File: config.mk
export PLATFORM = sky130hd
export DESIGN_NAME = pipeline_sequencer_flat
export DESIGN_NICKNAME = d
export VERILOG_FILES = /design/src/rtl/pipeline_sequencer_if.sv /design/src/rtl/pipeline_sequencer.sv /design/src/flat_wrapper.sv
export SDC_FILE = /design/constraint.sdc
export NUM_CORES = 1
export LEC_CHECK = 0
export CAP_MARGIN = 20
export CORE_UTILIZATION = 26
export DETAILED_ROUTE_END_ITERATION = 16
export PLACE_DENSITY = 0.77
export REMOVE_ABC_BUFFERS = 1
export SYNTH_ARGS = -nofsm -noshare
export SYNTH_HDL_FRONTEND = slang
export SYNTH_SLANG_ARGS = --single-unit
File: constraint.sdc
create_clock -name clock -period 1.1 [get_ports clock]
set_clock_uncertainty 0.05 [all_clocks]
set_input_delay 0.11 -clock clock [delete_from_list [all_inputs] [get_ports clock]]
set_output_delay 0.11 -clock clock [all_outputs]
set_load 0.03 [all_outputs]
File: src/rtl/pipeline_sequencer_if.sv
// Handshake bundle between the RV32I pipeline sequencer and the datapath.
// master = sequencer side, slave = datapath side.
interface pipeline_sequencer_if #(
    parameter int REG_ADDR_W = 5,
    parameter int CNT_W      = 32
);
    logic                  run;
    logic                  fetch_complete;
    logic                  mem_complete;
    logic [REG_ADDR_W-1:0] id_rs1;
    logic [REG_ADDR_W-1:0] id_rs2;
    logic                  id_uses_rs1;
    logic                  id_uses_rs2;
    logic [REG_ADDR_W-1:0] ex_rd;
    logic                  ex_writes_rd;
    logic                  ex_is_load;
    logic                  jump_taken;

    logic                  fetch_enable;
    logic                  decode_enable;
    logic                  compute_enable;
    logic                  mem_enable;
    logic                  writeback_enable;
    logic                  flush;
    logic                  stall;
    logic [3:0]            stage_valid;
    logic [CNT_W-1:0]      retired_count;
    logic [CNT_W-1:0]      stall_count;

    modport master (
        input  run, fetch_complete, mem_complete,
        input  id_rs1, id_rs2, id_uses_rs1, id_uses_rs2,
        input  ex_rd, ex_writes_rd, ex_is_load, jump_taken,
        output fetch_enable, decode_enable, compute_enable, mem_enable,
        output writeback_enable, flush, stall, stage_valid,
        output retired_count, stall_count
    );

    modport slave (
        output run, fetch_complete, mem_complete,
        output id_rs1, id_rs2, id_uses_rs1, id_uses_rs2,
        output ex_rd, ex_writes_rd, ex_is_load, jump_taken,
        input  fetch_enable, decode_enable, compute_enable, mem_enable,
        input  writeback_enable, flush, stall, stage_valid,
        input  retired_count, stall_count
    );
endinterface

File: src/rtl/pipeline_sequencer.sv
// Five-stage pipeline sequencer: stage valid tracking, load-use bubbles, memory freeze, jump squash.
// Optional perf counters are built only when PIPE_PERF_COUNTERS_EN is defined.
module pipeline_sequencer #(
    parameter int REG_ADDR_W = 5,
    parameter int CNT_W      = 32
) (
    input logic clock,
    input logic reset,
    pipeline_sequencer_if.master bus
);
    localparam logic [1:0] IDLE  = 2'd0;
    localparam logic [1:0] RUN   = 2'd1;
    localparam logic [1:0] DRAIN = 2'd2;

    logic [1:0]            state;
    logic [1:0]            state_next;
    logic                  v_id, v_ex, v_mem, v_wb;
    logic [REG_ADDR_W-1:0] ex_rd;
    logic                  active;
    logic                  mem_stall;
    logic                  rs1_hit, rs2_hit;
    logic                  load_use;
    logic                  flush;
    logic                  advance;
    logic                  fetch_enable;
    logic                  decode_enable;

    assign ex_rd   = bus.ex_rd;
    assign active  = (state != IDLE) & ~reset;
    assign rs1_hit = bus.id_uses_rs1 & (bus.id_rs1 == ex_rd);
    assign rs2_hit = bus.id_uses_rs2 & (bus.id_rs2 == ex_rd);

    assign mem_stall = ~reset & v_mem & ~bus.mem_complete;
    assign load_use  = ~reset & v_ex & bus.ex_is_load & bus.ex_writes_rd &
                       (ex_rd != '0) & v_id & (rs1_hit | rs2_hit);

    // A pending memory access outranks the jump; the redirect waits for mem_complete.
    assign flush   = bus.jump_taken & ~mem_stall & active;
    assign advance = active & ~mem_stall & ~flush;

    assign fetch_enable  = flush | ((state == RUN) & ~reset & ~mem_stall & ~load_use);
    assign decode_enable = fetch_enable & ~flush & bus.fetch_complete;

    assign bus.fetch_enable     = fetch_enable;
    assign bus.decode_enable    = decode_enable;
    assign bus.compute_enable   = advance & ~load_use & v_id;
    assign bus.mem_enable       = advance & v_ex;
    assign bus.writeback_enable = ~reset & v_wb;
    assign bus.flush            = flush;
    assign bus.stall            = mem_stall | load_use;
    assign bus.stage_valid      = {v_wb, v_mem, v_ex, v_id};

    always_comb begin
        state_next = state;
        case (state)
            IDLE:    if (bus.run) state_next = RUN;
            RUN:     if (!bus.run) state_next = DRAIN;
            DRAIN: begin
                if (bus.run)
                    state_next = RUN;
                else if ({v_wb, v_mem, v_ex, v_id} == 4'b0000)
                    state_next = IDLE;
            end
            default: state_next = IDLE;
        endcase
    end

    always_ff @(posedge clock) begin
        if (reset) begin
            state <= IDLE;
            v_id  <= 1'b0;
            v_ex  <= 1'b0;
            v_mem <= 1'b0;
            v_wb  <= 1'b0;
        end else begin
            state <= state_next;
            if (mem_stall) begin
                v_wb <= 1'b0;
            end else if (flush) begin
                // Everything younger than the jump in MEM is on the wrong path.
                v_wb  <= v_mem;
                v_mem <= 1'b0;
                v_ex  <= 1'b0;
                v_id  <= 1'b0;
            end else if (load_use) begin
                v_wb  <= v_mem;
                v_mem <= v_ex;
                v_ex  <= 1'b0;
            end else begin
                v_wb  <= v_mem;
                v_mem <= v_ex;
                v_ex  <= v_id;
                v_id  <= decode_enable;
            end
        end
    end

`ifdef PIPE_PERF_COUNTERS_EN
    logic [CNT_W-1:0] retired_count;
    logic [CNT_W-1:0] stall_count;

    always_ff @(posedge clock) begin
        if (reset) begin
            retired_count <= '0;
            stall_count   <= '0;
        end else begin
            if (bus.writeback_enable)
                retired_count <= retired_count + 1'b1;
            if (bus.stall)
                stall_count <= stall_count + 1'b1;
        end
    end

    assign bus.retired_count = retired_count;
    assign bus.stall_count   = stall_count;
`else
    localparam logic [CNT_W-1:0] CNT_ZERO = '0;

    assign bus.retired_count = CNT_ZERO;
    assign bus.stall_count   = CNT_ZERO;
`endif
endmodule

File: src/flat_wrapper.sv
// flat-port wrapper written by rule: the top's interface ports become plain ports
module pipeline_sequencer_flat 
#(
    parameter int REG_ADDR_W = 5,
    parameter int CNT_W      = 32
)
  (clock, reset, bus_run, bus_fetch_complete, bus_mem_complete, bus_id_rs1, bus_id_rs2, bus_id_uses_rs1, bus_id_uses_rs2, bus_ex_rd, bus_ex_writes_rd, bus_ex_is_load, bus_jump_taken, bus_fetch_enable, bus_decode_enable, bus_compute_enable, bus_mem_enable, bus_writeback_enable, bus_flush, bus_stall, bus_stage_valid, bus_retired_count, bus_stall_count);
  pipeline_sequencer_if #(.REG_ADDR_W(REG_ADDR_W), .CNT_W(CNT_W)) bus_i ();
  input logic clock;
  input logic reset;
  input wire logic [$bits(bus_i.run)-1:0] bus_run;
  input wire logic [$bits(bus_i.fetch_complete)-1:0] bus_fetch_complete;
  input wire logic [$bits(bus_i.mem_complete)-1:0] bus_mem_complete;
  input wire logic [$bits(bus_i.id_rs1)-1:0] bus_id_rs1;
  input wire logic [$bits(bus_i.id_rs2)-1:0] bus_id_rs2;
  input wire logic [$bits(bus_i.id_uses_rs1)-1:0] bus_id_uses_rs1;
  input wire logic [$bits(bus_i.id_uses_rs2)-1:0] bus_id_uses_rs2;
  input wire logic [$bits(bus_i.ex_rd)-1:0] bus_ex_rd;
  input wire logic [$bits(bus_i.ex_writes_rd)-1:0] bus_ex_writes_rd;
  input wire logic [$bits(bus_i.ex_is_load)-1:0] bus_ex_is_load;
  input wire logic [$bits(bus_i.jump_taken)-1:0] bus_jump_taken;
  output wire logic [$bits(bus_i.fetch_enable)-1:0] bus_fetch_enable;
  output wire logic [$bits(bus_i.decode_enable)-1:0] bus_decode_enable;
  output wire logic [$bits(bus_i.compute_enable)-1:0] bus_compute_enable;
  output wire logic [$bits(bus_i.mem_enable)-1:0] bus_mem_enable;
  output wire logic [$bits(bus_i.writeback_enable)-1:0] bus_writeback_enable;
  output wire logic [$bits(bus_i.flush)-1:0] bus_flush;
  output wire logic [$bits(bus_i.stall)-1:0] bus_stall;
  output wire logic [$bits(bus_i.stage_valid)-1:0] bus_stage_valid;
  output wire logic [$bits(bus_i.retired_count)-1:0] bus_retired_count;
  output wire logic [$bits(bus_i.stall_count)-1:0] bus_stall_count;
  assign bus_i.run = bus_run;
  assign bus_i.fetch_complete = bus_fetch_complete;
  assign bus_i.mem_complete = bus_mem_complete;
  assign bus_i.id_rs1 = bus_id_rs1;
  assign bus_i.id_rs2 = bus_id_rs2;
  assign bus_i.id_uses_rs1 = bus_id_uses_rs1;
  assign bus_i.id_uses_rs2 = bus_id_uses_rs2;
  assign bus_i.ex_rd = bus_ex_rd;
  assign bus_i.ex_writes_rd = bus_ex_writes_rd;
  assign bus_i.ex_is_load = bus_ex_is_load;
  assign bus_i.jump_taken = bus_jump_taken;
  assign bus_fetch_enable = bus_i.fetch_enable;
  assign bus_decode_enable = bus_i.decode_enable;
  assign bus_compute_enable = bus_i.compute_enable;
  assign bus_mem_enable = bus_i.mem_enable;
  assign bus_writeback_enable = bus_i.writeback_enable;
  assign bus_flush = bus_i.flush;
  assign bus_stall = bus_i.stall;
  assign bus_stage_valid = bus_i.stage_valid;
  assign bus_retired_count = bus_i.retired_count;
  assign bus_stall_count = bus_i.stall_count;
  pipeline_sequencer #(.REG_ADDR_W(REG_ADDR_W), .CNT_W(CNT_W)) u_core (.clock(clock), .reset(reset), .bus(bus_i));
endmodule
Word-level counts from Yosys, hierarchy flattened
Cells that the tools add are included.

Register bits: 6. Output and inout port bits: 75. Logic and storage cells: 62.

Bitwise logic cells: 32. Reductions and logical operators: 7. Multiplexer cells: 10. Equal/unequal tests: 8.

Operators with widths (number): AND 1 bit (24); == test 5 bit (2); two-way mux 2 bit (4); != test 2 bit, second input constant (3); case mux 2 bit (3 select lines) (1); two-way mux 1 bit (5); NOT 1 bit (5); nonzero test 5 bit (1); logical NOT 4 bit (1); != test 3 x 2 -> 1 bit, second input constant (1); OR 1 bit (3); AND reduction 3 bit (1); == test 2 x 1 -> 1 bit, second input constant (1); == test 2 bit, second input constant (1); logical NOT 2 bit (1); AND reduction 2 bit (1); nonzero test 2 bit (1); OR reduction 2 bit (1).

Depth between registers and ports, before layout
Depth in word-level cells: 14. Gate-level depth with buffers: 5. Depth with buffers taken out: 5.

Worst setup path after synthesis
Ideal clock, no wire load.

Kind: reg-to-output. Start point: reg u_core.v_mem. End point: out bus_decode_enable. Required time: 0.940 ns. Stages on the path, launching flop included: 5. Arrival: 1.233 ns. Buffers on the path: 0. Path slack: -0.293 ns. Path through: dfxtp_1 > a21oi_2 > o211a_2 > nor2_1 > and2_1.

Cells in the longest elaborated chain, start to end: 8. Elaborated cells on any way between the ends: 11. Those cells by class: bitwise (11).

Ends and longest elaborated chain: from (decl) (line pipeline_sequencer.sv:17) `logic v_id, v_ex, v_mem, v_wb;`; from (signal assigned) (line pipeline_sequencer.sv:87) `v_mem <= v_ex;`; from (signal assigned) (line pipeline_sequencer.sv:91) `v_mem <= v_ex;`; AND 1 bit * (2 in a row) (line pipeline_sequencer.sv:33) `assign mem_stall = ~reset & v_mem & ~bus.mem_complete;`; NOT 1 bit * (line pipeline_sequencer.sv:38) `assign flush = bus.jump_taken & ~mem_stall & active;`; AND 1 bit * (2 in a row) (line pipeline_sequencer.sv:38); via bus_flush (line flat_wrapper.sv:27) `output wire logic [$bits(bus_i.flush)-1:0] bus_flush;`; OR 1 bit / NOT 1 bit (equally long branches) (line pipeline_sequencer.sv:41, pipeline_sequencer.sv:42); AND 1 bit * (2 in a row) (line pipeline_sequencer.sv:42) `assign decode_enable = fetch_enable & ~flush & bus.fetch_complete;`; to (decl) (line flat_wrapper.sv:23) `output wire logic [$bits(bus_i.decode_enable)-1:0] bus_decode_enable;`.

The timed path passes the listed nets; every way through them passes the cells marked *.

Worst setup path after layout
Start point: reg u_core.v_id. End point: out bus_fetch_enable.

Cells in the longest elaborated chain, start to end: 5.

Ends and longest elaborated chain: from (decl) (line pipeline_sequencer.sv:17); from (signal assigned) (line pipeline_sequencer.sv:93) `v_id <= decode_enable;`; AND 1 bit (2 in a row) (line pipeline_sequencer.sv:35) `(ex_rd != '0) & v_id & (rs1_hit | rs2_hit);`; NOT 1 bit (line pipeline_sequencer.sv:41) `assign fetch_enable = flush | ((state == RUN) & ~reset & ~mem_stall & ~load_use);`; AND 1 bit (line pipeline_sequencer.sv:41); OR 1 bit (line pipeline_sequencer.sv:41); to (decl) (line flat_wrapper.sv:22) `output wire logic [$bits(bus_i.fetch_enable)-1:0] bus_fetch_enable;`.

No other way between the ends.

==> results.sh <==
export IMPL_rsz0062_at_grt="yes"
export IMPL_core_area_um2=3440
export IMPL_synth_distinct_cells=28
export IMPL_max_cap_viol_count=0
export IMPL_path_clk_slew_ps=40
export IMPL_vias_per_cell=3.47
export IMPL_gr_total_overflow=0
export IMPL_p_leak_nw=0.673
export IMPL_peakVddDrop_mv=0.241
export IMPL_layout_common_cells="conb_1 (64), buf_4 (15), dlygate4sd2_1 (13)"
export IMPL_max_freq_mhz=657
export IMPL_grt_pass1_wl_um=2780
export IMPL_powerDensity_nw_per_um2=812
export IMPL_mappedNetlistArea_um2=966
export IMPL_p_clk_frac=0.312
export IMPL_insertion_delay_ps=230
export IMPL_hold_path_class="in2reg"
export IMPL_synth_compound_area_frac=0.0868
export IMPL_hpwl_um=1570
export IMPL_synth_top_family_by_area="buffers and inverters"
export IMPL_criticalPathCategory="reg2out"
export IMPL_die_area_um2=3960
export IMPL_cts_tree="built"
export IMPL_cp_cell_sequence="nand3_2, nor3_4, nand2_2, a31o_1, buf_12"
export IMPL_crit_required_ps=940
export IMPL_final_util=0.392
export IMPL_first_pass_iters=4
export IMPL_syn_area_per_cell_um2=7.73
export IMPL_die_h_um=63.0
export IMPL_core_rowCount=21
export IMPL_drtAntennaViolNets=0
export IMPL_io_pin_count=100
export IMPL_cts_root_buf="clkbuf_8"
export IMPL_clock_sinks=6
export IMPL_cp_start_kind="register"
export IMPL_via_count=760
export IMPL_wl_per_cell_um=8.90
export IMPL_finalWirelength_um=1950
export IMPL_critPathArrivalTime_ps=1360
export IMPL_nets=200
export IMPL_seqCellArea_um2=126
export IMPL_p_int_uw=600
export IMPL_ys_seq_area_frac=0.124
export IMPL_grt_antenna_before_repair=0
export IMPL_status="finished with violations"
export IMPL_synthCells=125
export IMPL_io_buffers=35
export IMPL_finalSetupViolations=8
export IMPL_switching_share=0.452
export IMPL_p_seq_frac=0.209
export IMPL_drt_iter0_drc=14
export IMPL_p_switching_uw=496
export IMPL_drcViolationCount=0
export IMPL_synth_xor_area_frac=0.0997
export IMPL_final_period_utilization=1.38
export IMPL_synth_simple_gate_area_frac=0.145
export IMPL_critPathBufInv=1
export IMPL_slowest_stage="dfxtp_2"
export IMPL_synth_fa_ha_area_frac=0
export IMPL_multiInputGateArea_um2=642
export IMPL_die_x_um=63.0
export IMPL_area_growth_pct=39.8
export IMPL_cp_top_family="simple AND/OR/NAND/NOR gates"
export IMPL_place_congestion=0.810
export IMPL_insertedDiodeCount=0
export IMPL_muxShareOfSynthArea=0
export IMPL_synth_seq_cells=6
export IMPL_endpoint_kind="output pin"
export IMPL_h_tree_depth=1
export IMPL_layout_setup_ws_ps=-421
export IMPL_clockBufferDepth=2
export IMPL_final_common_cell="conb_1"
export IMPL_hold_viol=0
export IMPL_cts_buffers=3
export IMPL_combPwrFrac=0.479
export IMPL_track_usage=0.0889
export IMPL_power_mw=1.10
export IMPL_finalSetupTns_ps=-2680
export IMPL_violations="setup timing"
export IMPL_yosys_warnings=0
export IMPL_drv_slew=0
export IMPL_finalCriticalPeriod_ps=1520
export IMPL_holdWs_ps=309
export IMPL_drive_above_1_share=0.312
export IMPL_slowest_delay_ps=330
export IMPL_grt_max_degree=7
export IMPL_grt_pass1_vias=631
export IMPL_initial_core_util=0.281
export IMPL_num_fill_cells=359
export IMPL_path_max_fanout=4
repair_timing:
action | CTS | global route
gates cloned | 0 | 0
pin swaps | 24 | 20
resized for setup | 55 | 17
endpoints found under the setup margin | 12 | 10
buffers inserted | 1 | 2
hold buffers | 0 | 0
routing by layer:
layer	routed length (µm)	vias up	track usage
met2	1050	45	0.160
met1	693	341	0.0910
li1	-	370	-
met5	0	-	0
met4	35	0	0.0610
met3	173	4	0.0182
cells by family after synthesis:
| logic type | Yosys count |
|---|---|
| other cells | 1 |
| simple gates | 25 |
| xor+xnor | 11 |
| buf+inv | 71 |
| flops | 6 |
| compound gates | 11 |
cell usage after synthesis (all sizes together):
library cell / count / area (µm²)
buf: 68 / 510
nand4: 2 / 12.5
a211oi: 1 / 7.51
nand2b: 2 / 12.5
a32o: 1 / 10.0
inv: 3 / 11.3
nor2b: 3 / 18.8
nand3: 2 / 10.0
nand2: 3 / 13.8
o2bb2ai: 1 / 8.76
o22ai: 1 / 6.26
nor2: 4 / 15.0
xnor2: 11 / 96.3
o21ai: 2 / 10.0
a2111oi: 1 / 8.76
a31o: 1 / 8.76
nand3b: 1 / 7.51
a21oi: 2 / 13.8
nor3: 2 / 10.0
and3: 1 / 6.26
nor3b: 1 / 7.51
dfxtp: 6 / 120
and2: 3 / 18.8
o211a: 1 / 10.0
conb: 1 / 3.75
or4: 1 / 7.51
sequential cells by signal, indices dropped and copies added (netlist names):
signal	cells
u_core.v_mem	1
u_core.v_wb	1
u_core.v_id	1
u_core.state	2
u_core.v_ex	1
area by class of cell:
class / count / share of cell area
sequential: 6 / 0.0936
timing repair buffer: 50 / 0.349
clock buffer: 3 / 0.0306
tap: 46 / 0.0426
multi-input combinational: 111 / 0.475
inverter: 3 / 0.00834
power by group through the flow:
stage               registers [mW]  clock network [mW]  logic (mW)
floorplan                    0.237                   0       0.357
global placement             0.231                   0       0.510
detailed placement           0.231                   0       0.513
CTS                          0.229               0.348       0.509
global route                 0.229               0.355       0.553
finish                       0.229               0.342       0.525
through the flow:
| stage | instances | area, µm² | setup WS (ps) |
|---|---|---|---|
| floorplan | 120 | 692 | -433 |
| global placement | 213 | 1190 | -799 |
| detailed placement | 213 | 1190 | -798 |
| CTS | 217 | 1290 | -423 |
| global route | 219 | 1350 | -479 |
| finish | 219 | 1350 | -421 |
final timing paths:
kind / start / endpoint / slack (ps) / cells after the start
worst min register to register: u_core.v_ex / u_core.v_mem / 510 / 2
worst max register to register: u_core.v_id / u_core.v_ex / -270 / 6
worst max-delay path: u_core.v_id / bus_fetch_enable / -420 / 5
worst min-delay path: reset / u_core.state[0] / 310 / 3
worst register-to-register path, stage by stage, from the launching register on:
cell and delay, ps:
dfxtp_2 330, nand3_2 90, nor3_4 220, nand2_2 100
buf_4 140, buf_6 100, a32o_1 220
Power figures use the tool's default switching activity.
